File: src/rtl/seq_adder_n.sv
// ============================================================================
// Module   : seq_adder_n
// Brief    : Digit-serial adder/subtractor, DIGIT bits per clock, with carry
//            out and signed overflow flags.
// Revision : 1.0 - initial release
// ============================================================================
`default_nettype none

module seq_adder_n #(
    parameter int WIDTH = 16,
    parameter int DIGIT = 4
) (
    input  logic             clk,
    input  logic             rst,
    input  logic             start,
    input  logic [WIDTH-1:0] A,
    input  logic [WIDTH-1:0] B,
    input  logic             cin,
    input  logic             sub,
    output logic [WIDTH-1:0] S,
    output logic             cout,
    output logic             ovf,
    output logic             busy,
    output logic             done
);

    localparam int c_n  = WIDTH / DIGIT;
    localparam int c_cw = (c_n > 1) ? $clog2(c_n) : 1;
    localparam logic [c_cw-1:0] c_last = c_cw'(c_n - 1);

    typedef enum logic [1:0] {
        ST_IDLE = 2'd0,
        ST_RUN  = 2'd1,
        ST_DONE = 2'd2
    } state_t;

    state_t           r_state;
    logic [WIDTH-1:0] r_a_acc;
    logic [WIDTH-1:0] r_b;
    logic             r_carry;
    logic             r_a_msb;
    logic             r_b_msb;
    logic [c_cw-1:0]  r_cnt;
    logic [WIDTH-1:0] r_s;
    logic             r_cout;
    logic             r_ovf;
    logic             r_busy;
    logic             r_done;

    logic [WIDTH-1:0] w_b_eff;
    logic [DIGIT:0]   w_dsum;
    logic [WIDTH-1:0] w_a_acc_nxt;
    logic [WIDTH-1:0] w_b_nxt;

    assign w_b_eff = sub ? ~B : B;
    assign w_dsum  = {1'b0, r_a_acc[DIGIT-1:0]} + {1'b0, r_b[DIGIT-1:0]}
                   + {{DIGIT{1'b0}}, r_carry};

    // Operand A drains out of the low digit while sum digits enter at the top,
    // so after N steps the same register holds the complete sum in place.
    generate
        if (c_n == 1) begin : g_single
            assign w_a_acc_nxt = w_dsum[DIGIT-1:0];
            assign w_b_nxt     = r_b;
        end else begin : g_multi
            assign w_a_acc_nxt = {w_dsum[DIGIT-1:0], r_a_acc[WIDTH-1:DIGIT]};
            assign w_b_nxt     = {{DIGIT{1'b0}}, r_b[WIDTH-1:DIGIT]};
        end
    endgenerate

    always_ff @(posedge clk) begin
        if (rst) begin
            r_state <= ST_IDLE;
            r_a_acc <= '0;
            r_b     <= '0;
            r_carry <= 1'b0;
            r_a_msb <= 1'b0;
            r_b_msb <= 1'b0;
            r_cnt   <= '0;
            r_s     <= '0;
            r_cout  <= 1'b0;
            r_ovf   <= 1'b0;
            r_busy  <= 1'b0;
            r_done  <= 1'b0;
        end else begin
            case (r_state)
                ST_IDLE, ST_DONE: begin
                    r_done <= 1'b0;
                    if (start) begin
                        r_a_acc <= A;
                        r_b     <= w_b_eff;
                        r_a_msb <= A[WIDTH-1];
                        r_b_msb <= w_b_eff[WIDTH-1];
                        r_carry <= sub ? 1'b1 : cin;
                        r_cnt   <= '0;
                        r_busy  <= 1'b1;
                        r_state <= ST_RUN;
                    end else begin
                        r_state <= ST_IDLE;
                    end
                end
                ST_RUN: begin
                    r_a_acc <= w_a_acc_nxt;
                    r_b     <= w_b_nxt;
                    r_carry <= w_dsum[DIGIT];
                    if (r_cnt == c_last) begin
                        r_cnt   <= '0;
                        r_s     <= w_a_acc_nxt;
                        r_cout  <= w_dsum[DIGIT];
                        r_ovf   <= (r_a_msb == r_b_msb) &&
                                   (w_a_acc_nxt[WIDTH-1] != r_a_msb);
                        r_busy  <= 1'b0;
                        r_done  <= 1'b1;
                        r_state <= ST_DONE;
                    end else begin
                        r_cnt <= r_cnt + 1'b1;
                    end
                end
                default: begin
                    r_busy  <= 1'b0;
                    r_done  <= 1'b0;
                    r_state <= ST_IDLE;
                end
            endcase
        end
    end

    assign S    = r_s;
    assign cout = r_cout;
    assign ovf  = r_ovf;
    assign busy = r_busy;
    assign done = r_done;

endmodule

`default_nettype wire

File: config.mk
export PLATFORM = sky130hd
export DESIGN_NAME = seq_adder_n
export DESIGN_NICKNAME = d
export VERILOG_FILES = /design/src/rtl/seq_adder_n.sv
export SDC_FILE = /design/constraint.sdc
export NUM_CORES = 1
export LEC_CHECK = 0
export ABC_AREA = 1
export CAP_MARGIN = 0
export CORE_ASPECT_RATIO = 0.9
export CORE_UTILIZATION = 54
export CTS_CLUSTER_SIZE = 40
export DETAILED_ROUTE_END_ITERATION = 12
export PLACE_DENSITY = 0.9
export SLEW_MARGIN = 25
export SYNTH_ARGS = -nofsm -noshare
export SYNTH_HDL_FRONTEND = slang
export SYNTH_SLANG_ARGS = --single-unit
File: constraint.sdc
create_clock -name clk -period 3.4 [get_ports clk]
set_input_delay 0.51 -clock clk [delete_from_list [all_inputs] [get_ports clk]]
set_output_delay 0.51 -clock clk [all_outputs]
set_load 0.02 [all_outputs]
==> impl_metrics.py <==
metrics = {
    "floorplanning": {
        "die_area_mm2": 0.00515,
        "die_w_um": 75.5,
        "initial_core_util": 0.578,
        "ios": 57,
        "die_h_um": 68.2,
        "rows": 23,
        "design.core.area_mm2": 0.00455,
    },
    "clock_tree": {
        "cts_buffers": 9,
        "clock-sinks": 59,
        "h-tree-depth": 3,
        "cts_setup_buffers": 0,
        "clock_latency_ps": 330,
        "root_buffer": "clkbuf_8",
        "tritoncts": "yes",
        "cts_max_path_buffers": 2,
        "cts_resized": 0,
        "clkSlewWorstSetupHoldPaths_ps": 60,
        "cts_hold_buffers": 0,
    },
    "drt": {
        "drt_iter0_drc": 236,
        "via_per_inst": 5.33,
        "ant_nets": 0,
        "remaining_drc_errors": 0,
        "routed_wl_um": 6580,
        "firstDrtPassIters": 4,
        "num_vias": 2471,
        "post_drt_wl_per_cell_um": 14.2,
    },
    "placement": {
        "dpl_worst_slack_ps": 885,
        "dp_hpwl_um": 4530,
        "placed_area_mm2": 0.00316,
        "placed_cells": 448,
        "numPortBuffers": 56,
        "place.gp.congestion": 0.848,
    },
    "worst_setup_path": {
        "path_common_cell": "nand2_1",
        "r2r_cells": 9,
        "path_cells": "clkdlybuf4s50_1 > nand2_1 > nand2_4 > inv_2 > nand2_1 > o211ai_1 > nand2_1 > inv_1",
        "crit_family": "simple AND/OR/NAND/NOR gates",
        "slowest_delay_ps": 600,
        "cp_max_fo": 30,
        "cp.required_ps": 3680,
        "crit_arrival_ps": 2550,
        "reg2reg_from": "r_state[0]",
        "cp-endpoint": "r_b[4]",
        "cp.depth": 8,
        "cp-start-kind": "input pin",
        "critPathBufInv": 3,
        "reg2reg_setup_slack_ps": 1300,
        "reg2reg_to": "S[15]",
        "critPathKind": "in -> reg",
        "slowest_stage": "nand2_1",
        "worstSetupEndpointType": "flip-flop",
        "cp-startpoint": "start",
    },
    "logic_synthesis": {
        "avgSynthCellArea_um2": 7.57,
        "ys_types": 23,
        "netlist_instances": 347,
        "syn-cell-area_mm2": 0.00263,
        "netlist_top_cells_area": "dfxtp_1 45%, nand2_1 15%, a21oi_1 6.1%",
        "ys_ff_latch": 59,
        "yosysWarnings": 0,
        "synthFlopType": "dfxtp_1",
        "synth_top_area_share": 0.450,
        "seq_area_frac_synth": 0.450,
        "async_flop_share": 0,
        "yosysTopAreaCell": "dfxtp_1",
        "synthTopCellsByCount": "103 x nand2_1, 59 x dfxtp_1, 32 x a21oi_1, 32 x inv_1, 29 x o21ai_0",
        "synth_nets": 390,
        "synth_edf_count": 0,
        "yosysMostFrequentCell": "nand2_1",
    },
    "final_layout": {
        "finalInstanceArea_mm2": 0.00333,
        "antennaDiodeCount": 0,
        "layoutNonFillerInstCount": 464,
        "final_layout_size_suffix_gt1_frac": 0.0547,
        "syn_to_final_growth_pct": 26.7,
        "nets": 440,
        "post-route-util": 0.732,
    },
    "grt": {
        "grt_pass1_wl_um": 10500,
        "gr-usage-met2": 0.464,
        "grt_usage": 0.279,
        "grt_max_degree": 31,
        "met3_usage": 0.0707,
        "antenna_found_initial": 0,
        "met1_usage": 0.344,
        "grt_pass1_vias": 2374,
        "grt_busiest_layer": "met2",
        "grt-ovfl-total": 0,
    },
    "sta": {
        "fin_crit_ps": 2270,
        "setup_ws_ps": 1130,
        "finalMaxSlewViolations": 0,
        "final-hold-violation-count": 0,
        "setup-tns-final_ps": 0,
        "fin_skew_ps": 4.86,
        "slew_headroom": 0.390,
        "fin_crit_sh": 0.666,
        "setup_viol": 0,
        "rsz0062_at_grt": "no",
        "worst_pin_slew_ps": 912,
        "fmax_mhz": 441,
    },
    "status": {
        "status": "finished, final reports clean",
    },
    "power": {
        "vdd_drop_max_mv": 0.368,
        "cellPowerDensity_mw_per_mm2": 465,
        "leakage_nw": 1.35,
    },
    "flow_run": {
        "cap_violations": 0,
    },
    "min_path": {
        "hp-class": "reg -> reg",
    },
}
==> cell type report <==
class	count	area (um^2)
clock inverters	2	10.0
inverters	36	135
repair buffers	58	576
well taps	62	77.6
clock buffers	14	163
multi-input cells	233	1190
flip-flops and latches	59	1180
fillers	360	1220
==> kinds of logic (layout without fill, tap and decap cells) <==
logic type	after synthesis	count (layout)	share of synthesized area
AND/OR/NAND/NOR	133	133	0.205
AO/OA/AOI/OAI	81	81	0.169
flip-flops	59	59	0.450
buffers and inverters	55	110	0.0986
XOR/XNOR	13	13	0.0434
adder cells (fa/ha/maj)	6	6	0.0343
==> flip-flops by register name, summed over array words and instances (netlist names), 2 cells and up <==
| name | cells |
|---|---|
| S | 16 |
| r_a_acc | 16 |
| r_b | 16 |
| r_cnt | 2 |
| r_state | 2 |
==> worst min-delay path by stage <==
stage | from | endpoint | slack (ps) | cells past startpoint
floorplan | r_state[0] | busy | 440 | 1
global route | S[11] | S[11] | 480 | 2
detailed placement | r_state[0] | busy | 450 | 1
global placement | r_state[0] | busy | 440 | 1
CTS | r_state[0] | busy | 460 | 1
finish | r_state[0] | busy | 460 | 1
==> power breakdown <==
group          internal, W  switching, W  leakage (nW)
clock network     0.000303      0.000264        0.0905
registers         0.000729     0.0000238         0.482
logic            0.0000987      0.000129         0.782
total              0.00113      0.000417          1.35
==> metal layers <==
| metal | vias to the layer above | share of wire |
|---|---|---|
| met5 | - | 0 |
| met4 | 0 | 0.018 |
| met3 | 15 | 0.055 |
| met2 | 88 | 0.49 |
| met1 | 1153 | 0.43 |
| li1 | 1215 | - |
==> per-stage QoR <==
stage	hold slack, ps	power (W)
2_1_floorplan	437	0.000914
3_3_place_gp	443	0.000979
3_5_place_dp	450	0.000989
4_1_cts	459	0.00154
5_1_grt	481	0.00161
6_report	458	0.00155
==> placed cells by master, fill, tap and decap left out <==
cell             count
buf_4                2
clkbuf_8            11
a31oi_1              5
nand2_1            103
clkbuf_1             3
fa_1                 2
nor2_1              14
a21oi_1             32
a211oi_1             1
inv_1               32
clkinv_2             2
nor2_4               2
ha_1                 4
clkdlybuf4s50_1     56
xnor2_1             12
dfxtp_1             59
nand2_4              1
xor2_1               1
inv_2                4
o21ai_0             29
nand3_1             13
o21ai_1              2
o211ai_1            12
==> worst reg2reg max path, cell delays in order (launching register included) <==
cell and delay, ps:
dfxtp_1 340, inv_2 60, nor2_4 400, inv_2 230, nor2_4 360, inv_1 330, nand2_1 130, nand2_1 60
nand2_1 60, inv_1 40
Note: power is estimated with default switching activity, not from simulation.
